## src/rtl/rs_station.sv

```systemverilog
// rs_station: reservation station with CDB wakeup, dispatch/CDB bypass and lowest-index issue select.
// Dispatch fills the lowest free entry; the lowest ready entry is presented to the FU each cycle.
module rs_station #(
  parameter int RS_SIZE   = 4,
  parameter int TAG_W     = 3,
  parameter int XLEN      = 32,
  parameter int PAYLOAD_W = 32
) (
  input  logic                      clock,
  input  logic                      reset,
  input  logic                      squash,
  input  logic                      disp_valid,
  output logic                      disp_ready,
  input  logic [TAG_W-1:0]          disp_rob_tag,
  input  logic [PAYLOAD_W-1:0]      disp_payload,
  input  logic                      disp_src1_rdy,
  input  logic [TAG_W-1:0]          disp_src1_tag,
  input  logic [XLEN-1:0]           disp_src1_val,
  input  logic                      disp_src2_rdy,
  input  logic [TAG_W-1:0]          disp_src2_tag,
  input  logic [XLEN-1:0]           disp_src2_val,
  input  logic                      cdb_valid,
  input  logic [TAG_W-1:0]          cdb_tag,
  input  logic [XLEN-1:0]           cdb_value,
  output logic                      issue_valid,
  input  logic                      issue_ready,
  output logic [TAG_W-1:0]          issue_rob_tag,
  output logic [PAYLOAD_W-1:0]      issue_payload,
  output logic [XLEN-1:0]           issue_src1_val,
  output logic [XLEN-1:0]           issue_src2_val,
  output logic [$clog2(RS_SIZE):0]  free_count
);
  localparam int IW = $clog2(RS_SIZE);
  localparam int CW = IW + 1;
  logic [RS_SIZE-1:0]   valid, s1_rdy, s2_rdy, issuable;
  logic [TAG_W-1:0]     rob_tag [RS_SIZE];
  logic [TAG_W-1:0]     s1_tag  [RS_SIZE];
  logic [TAG_W-1:0]     s2_tag  [RS_SIZE];
  logic [XLEN-1:0]      s1_val  [RS_SIZE];
  logic [XLEN-1:0]      s2_val  [RS_SIZE];
  logic [PAYLOAD_W-1:0] payload [RS_SIZE];
  logic [IW-1:0]        alloc_idx, issue_idx;
  logic                 alloc, fire, byp1, byp2;
  assign issuable = valid & s1_rdy & s2_rdy;
  // Descending scan so the lowest index wins both priority encoders.
  always_comb begin
    alloc_idx  = '0;
    issue_idx  = '0;
    free_count = '0;
    for (int i = RS_SIZE - 1; i >= 0; i--) begin
      if (!valid[i]) alloc_idx = IW'(i);
      if (issuable[i]) issue_idx = IW'(i);
      free_count = free_count + CW'(!valid[i]);
    end
  end
  assign disp_ready     = free_count != '0;
  assign issue_valid    = |issuable;
  assign issue_rob_tag  = rob_tag[issue_idx];
  assign issue_payload  = payload[issue_idx];
  assign issue_src1_val = s1_val[issue_idx];
  assign issue_src2_val = s2_val[issue_idx];
  assign alloc = disp_valid && disp_ready;
  assign fire  = issue_valid && issue_ready;
  assign byp1  = !disp_src1_rdy && cdb_valid && cdb_tag == disp_src1_tag;
  assign byp2  = !disp_src2_rdy && cdb_valid && cdb_tag == disp_src2_tag;
  // The allocated entry is always invalid and the issued one valid, so their writes never collide.
  always_ff @(posedge clock) begin
    if (reset || squash) begin
      valid <= '0;
    end else begin
      for (int i = 0; i < RS_SIZE; i++) begin
        if (valid[i] && cdb_valid && !s1_rdy[i] && s1_tag[i] == cdb_tag) begin
          s1_rdy[i] <= 1'b1;
          s1_val[i] <= cdb_value;
        end
        if (valid[i] && cdb_valid && !s2_rdy[i] && s2_tag[i] == cdb_tag) begin
          s2_rdy[i] <= 1'b1;
          s2_val[i] <= cdb_value;
        end
      end
      if (fire) valid[issue_idx] <= 1'b0;
      if (alloc) begin
        valid[alloc_idx]   <= 1'b1;
        rob_tag[alloc_idx] <= disp_rob_tag;
        payload[alloc_idx] <= disp_payload;
        s1_rdy[alloc_idx]  <= disp_src1_rdy || byp1;
        s1_tag[alloc_idx]  <= disp_src1_tag;
        s1_val[alloc_idx]  <= disp_src1_rdy ? disp_src1_val : cdb_value;
        s2_rdy[alloc_idx]  <= disp_src2_rdy || byp2;
        s2_tag[alloc_idx]  <= disp_src2_tag;
        s2_val[alloc_idx]  <= disp_src2_rdy ? disp_src2_val : cdb_value;
      end
    end
  end
  always_ff @(posedge clock) begin
    if (!reset) begin
      assert (int'(free_count) == RS_SIZE - $countones(valid));
      for (int i = 0; i < RS_SIZE; i++)
        for (int j = i + 1; j < RS_SIZE; j++)
          assert (!(valid[i] && valid[j] && rob_tag[i] == rob_tag[j]));
    end
  end
endmodule

```

## config.mk

```make
export PLATFORM = sky130hd
export DESIGN_NAME = rs_station
export DESIGN_NICKNAME = d
export VERILOG_FILES = /design/src/rtl/rs_station.sv
export SDC_FILE = /design/constraint.sdc
export NUM_CORES = 1
export LEC_CHECK = 0
export CORE_MARGIN = 2
export CORE_UTILIZATION = 30
export CTS_BUF_LIST = sky130_fd_sc_hd__clkbuf_4
export CTS_CLUSTER_SIZE = 24
export DETAILED_ROUTE_END_ITERATION = 12
export DONT_BUFFER_PORTS = 1
export SKIP_CTS_REPAIR_TIMING = 1
export SYNTH_ARGS = -nofsm -noshare
export SYNTH_HDL_FRONTEND = slang
export SYNTH_SLANG_ARGS = --single-unit
```

## constraint.sdc

```tcl
create_clock -name clock -period 3.59 [get_ports clock]
set_input_delay 0.718 -clock clock [delete_from_list [all_inputs] [get_ports clock]]
set_output_delay 0.718 -clock clock [all_outputs]
set_load 0.02 [all_outputs]
```

==> impl_metrics.yaml <==
setup_path:
  critPathRequiredTime_ps: 4240
  critical_path.reg2reg.startpoint: "valid[2]"
  setup_slack_of_the_most_critical_reg_to_reg_path_ps: 50
  critPathLaunchType: "flop"
  setup.worst_path.start: "valid[2]"
  worst-endpoint-arrival_ps: 4190
  critPathMaxFanout: 16
  timing_worst_setup_path_type: "reg -> reg"
  worstSetupEndpointType: "flop"
floorplanning:
  fp.dieArea_mm2: 0.0683
  num_io_pins: 252
  initial_utilization_pct: 30.3
  floorplan.core_area_mm2: 0.0656
  placement_rows: 94
  die_w_um: 261
  floorplan.die.height_um: 261
power_and_ir_drop:
  power.density_mw_per_mm2: 444
  power.leakage_nw: 8.23
  ir_drop_mv: 0.265
clocking:
  worst_skew_pair.late_latency_ps: 910
  cts-buffers-inserted: 118
  clk_transition_reported_paths_ps: 70
  clock_tree_from_tritoncts: "done"
  clock-sinks: 432
  clock_tree.htree_level_count: 3
  buffer_type_at_the_clock_tree_root: "clkbuf_4"
  cts-root-to-sink-buffers: 3
logic_synthesis:
  post_synth_and_or_nand_nor_area_fraction_pct: 6.22
  post_synth_num_cell_types: 37
  post_synthesis_async_set_or_reset_flop_share_pct: 0
  ys_dominant_reg_cell: "edfxtp_1"
  synthesis.nets: 1461
  postSynthAreaPerCell_um2: 15.2
  synth.cell_area_mm2: 0.0199
  synth_seq_area_share_pct: 65.1
  yosys.area.top_type_share_pct: 64.7
  synth_compound_gate_area_share_pct: 8.52
  synth_enable_flop_cells: 428
  synth.top_cells.by_area: "edfxtp_1 65%, mux2_2 11%, a221o_1 5.0%, mux2_4 4.5%, nand3_1 2.8%"
  combinational_family_with_the_most_area_after_synthesis: "multiplexers"
  synthAdderAreaFrac_pct: 0.352
  yosys.area.top_type: "edfxtp_1"
  netlist_instances: 1308
  post_synth_mux_area_share_pct: 15.6
  postSynthRegisterBits: 432
  synth_xor_area_share_pct: 1.32
  synth-warning-count: 0
grt:
  grt_pass1_vias: 12537
  grt_max_degree: 102
  globalRouteOverflowTotal: 0
  grt.total_usage_pct: 16.6
  antenna_found_initial: 13
  grt_first_pass_wirelength_mm: 82.8
flow_run:
  timing.max_cap.violations: 0
sta:
  period_needed_ps: 3540
  hold-worst-slack_ps: 63.9
  timing.final.setup_violations: 0
  final.setup_skew_ps: 75.1
  slew_headroom_pct: 30.5
  final.setup.worst_slack_ps: 45.8
  maxClockFrequency_ghz: 0.282
  max_slew.worst_pin.slew_ps: 1040
  setup-tns-final_ps: 0
  fin_crit_sh_pct: 98.7
  final_max_slew_viol_count: 0
  hold_viol: 0
route:
  detailedRoute.firstPassIterationCount: 5
  drt_iter0_drc: 1155
  detail_route.vias_per_cell: 5.22
  finalWirelength_mm: 64.7
  antenna_left: 0
  drc_errors: 0
  routed-via-count: 13130
  wire_per_inst_um: 25.7
placement:
  port-buffer-count: 0
  placement.cell_area_mm2: 0.0213
  place_congestion: 0.775
  dp.final_hpwl_mm: 34.5
  place_worst_setup_slack_ps: 447
layout:
  num-nets-final: 1701
  area_growth_synth_to_finish_pct: 24.1
  final_area_mm2: 0.0247
  drive_above_1_share_pct: 35.8
status:
  status: "finished clean"
hold_path:
  hold_path_class: "in -> reg"
  min-delay-start: "disp_src2_val[3]"
[metal layers]
metal  track usage, %  share of wire (%)
met5                0               0.11
met4             6.38                2.6
met2             27.7                 49
met1             18.8                 40
met3             6.99                8.6
[report_power, final]
group / internal [mW] / switching [mW] / leakage, nW
Sequential: 5.61 / 0.0192 / 3.90
Clock: 2.54 / 2.11 / 0.953
Combinational: 0.342 / 0.343 / 3.38
[stage by stage]
step | util (%) | std cells | power, mW
after global placement | 32.4 | 2126 | 6.19
after floorplan | - | 1308 | 6.10
after CTS | 34.8 | 2342 | 10.9
final | 37.6 | 2514 | 11.0
after global routing | 37.6 | 2513 | 11.4
after detailed placement | 32.4 | 2126 | 6.20
[cell usage after synthesis, types with 8 or more instances]
library cell,count
edfxtp_1,428
mux2_2,196
nand3_1,110
nand2_1,108
a21oi_1,99
a221o_1,99
mux2_4,60
clkbuf_1,49
buf_2,24
xor2_1,24
and2_1,15
buf_4,12
and3_1,9
o21ai_0,9
a2bb2oi_1,8
or4_1,8
[cells by family (layout without fill, tap and decap cells)]
family | after synthesis | in the layout
buffers and inverters | 101 | 434
and+or+nand+nor | 260 | 263
other | 0 | 6
AOI/OAI and AO/OA | 224 | 224
adders and majority gates | 5 | 5
muxes | 256 | 256
DFF | 432 | 432
xor gates and xnor gates | 30 | 30
[state kept, by name, indices dropped and copies added, names as in the netlist]
register  count
payload     128
s1_val      128
s2_val      128
rob_tag      12
s1_tag       12
s2_tag       12
s1_rdy        4
s2_rdy        4
valid         4
[path summary, 6_finish.rpt]
check,endpoint,depth (start not counted)
min,s2_val[1][3],1
max reg2reg,s2_val[0][13],10
max,s2_val[0][13],10
min reg2reg,valid[1],1
[cells in the final DEF (no fill, tap or decap), types with 9 or more instances in the layout]
cell type / synthesis / layout
a21oi_1: 99 / 99
a221o_1: 99 / 76
a221o_2: 0 / 23
and2_2: 0 / 10
buf_12: 6 / 30
buf_4: 12 / 34
clkbuf_4: 0 / 184
clkinv_1: 0 / 22
dlygate4sd3_1: 0 / 141
edfxtp_1: 428 / 428
mux2_2: 196 / 196
mux2_4: 60 / 60
nand2_1: 108 / 107
nand3_1: 110 / 101
o21ai_0: 9 / 9
xor2_1: 24 / 24
[critical path, cell delays in order, from the launching register on]
cell,delay [ps]
dfxtp_2,330
inv_1,60
fa_1,480
ha_1,200
ha_1,320
o31a_1,360
and2_1,260
and3_2,290
buf_12,180
mux2_4,300
dlygate4sd3_1,550
[area by class of cell]
type,count,area [um^2]
clock buffer,184,1380
sequential,432,12900
multi-input combinational,778,6550
clock inverter,32,216
inverter,4,15.0
antenna,6,15.0
fill,6209,41000
timing repair buffer,214,2480
tap,864,1080
Power figures use the tool's default switching activity.
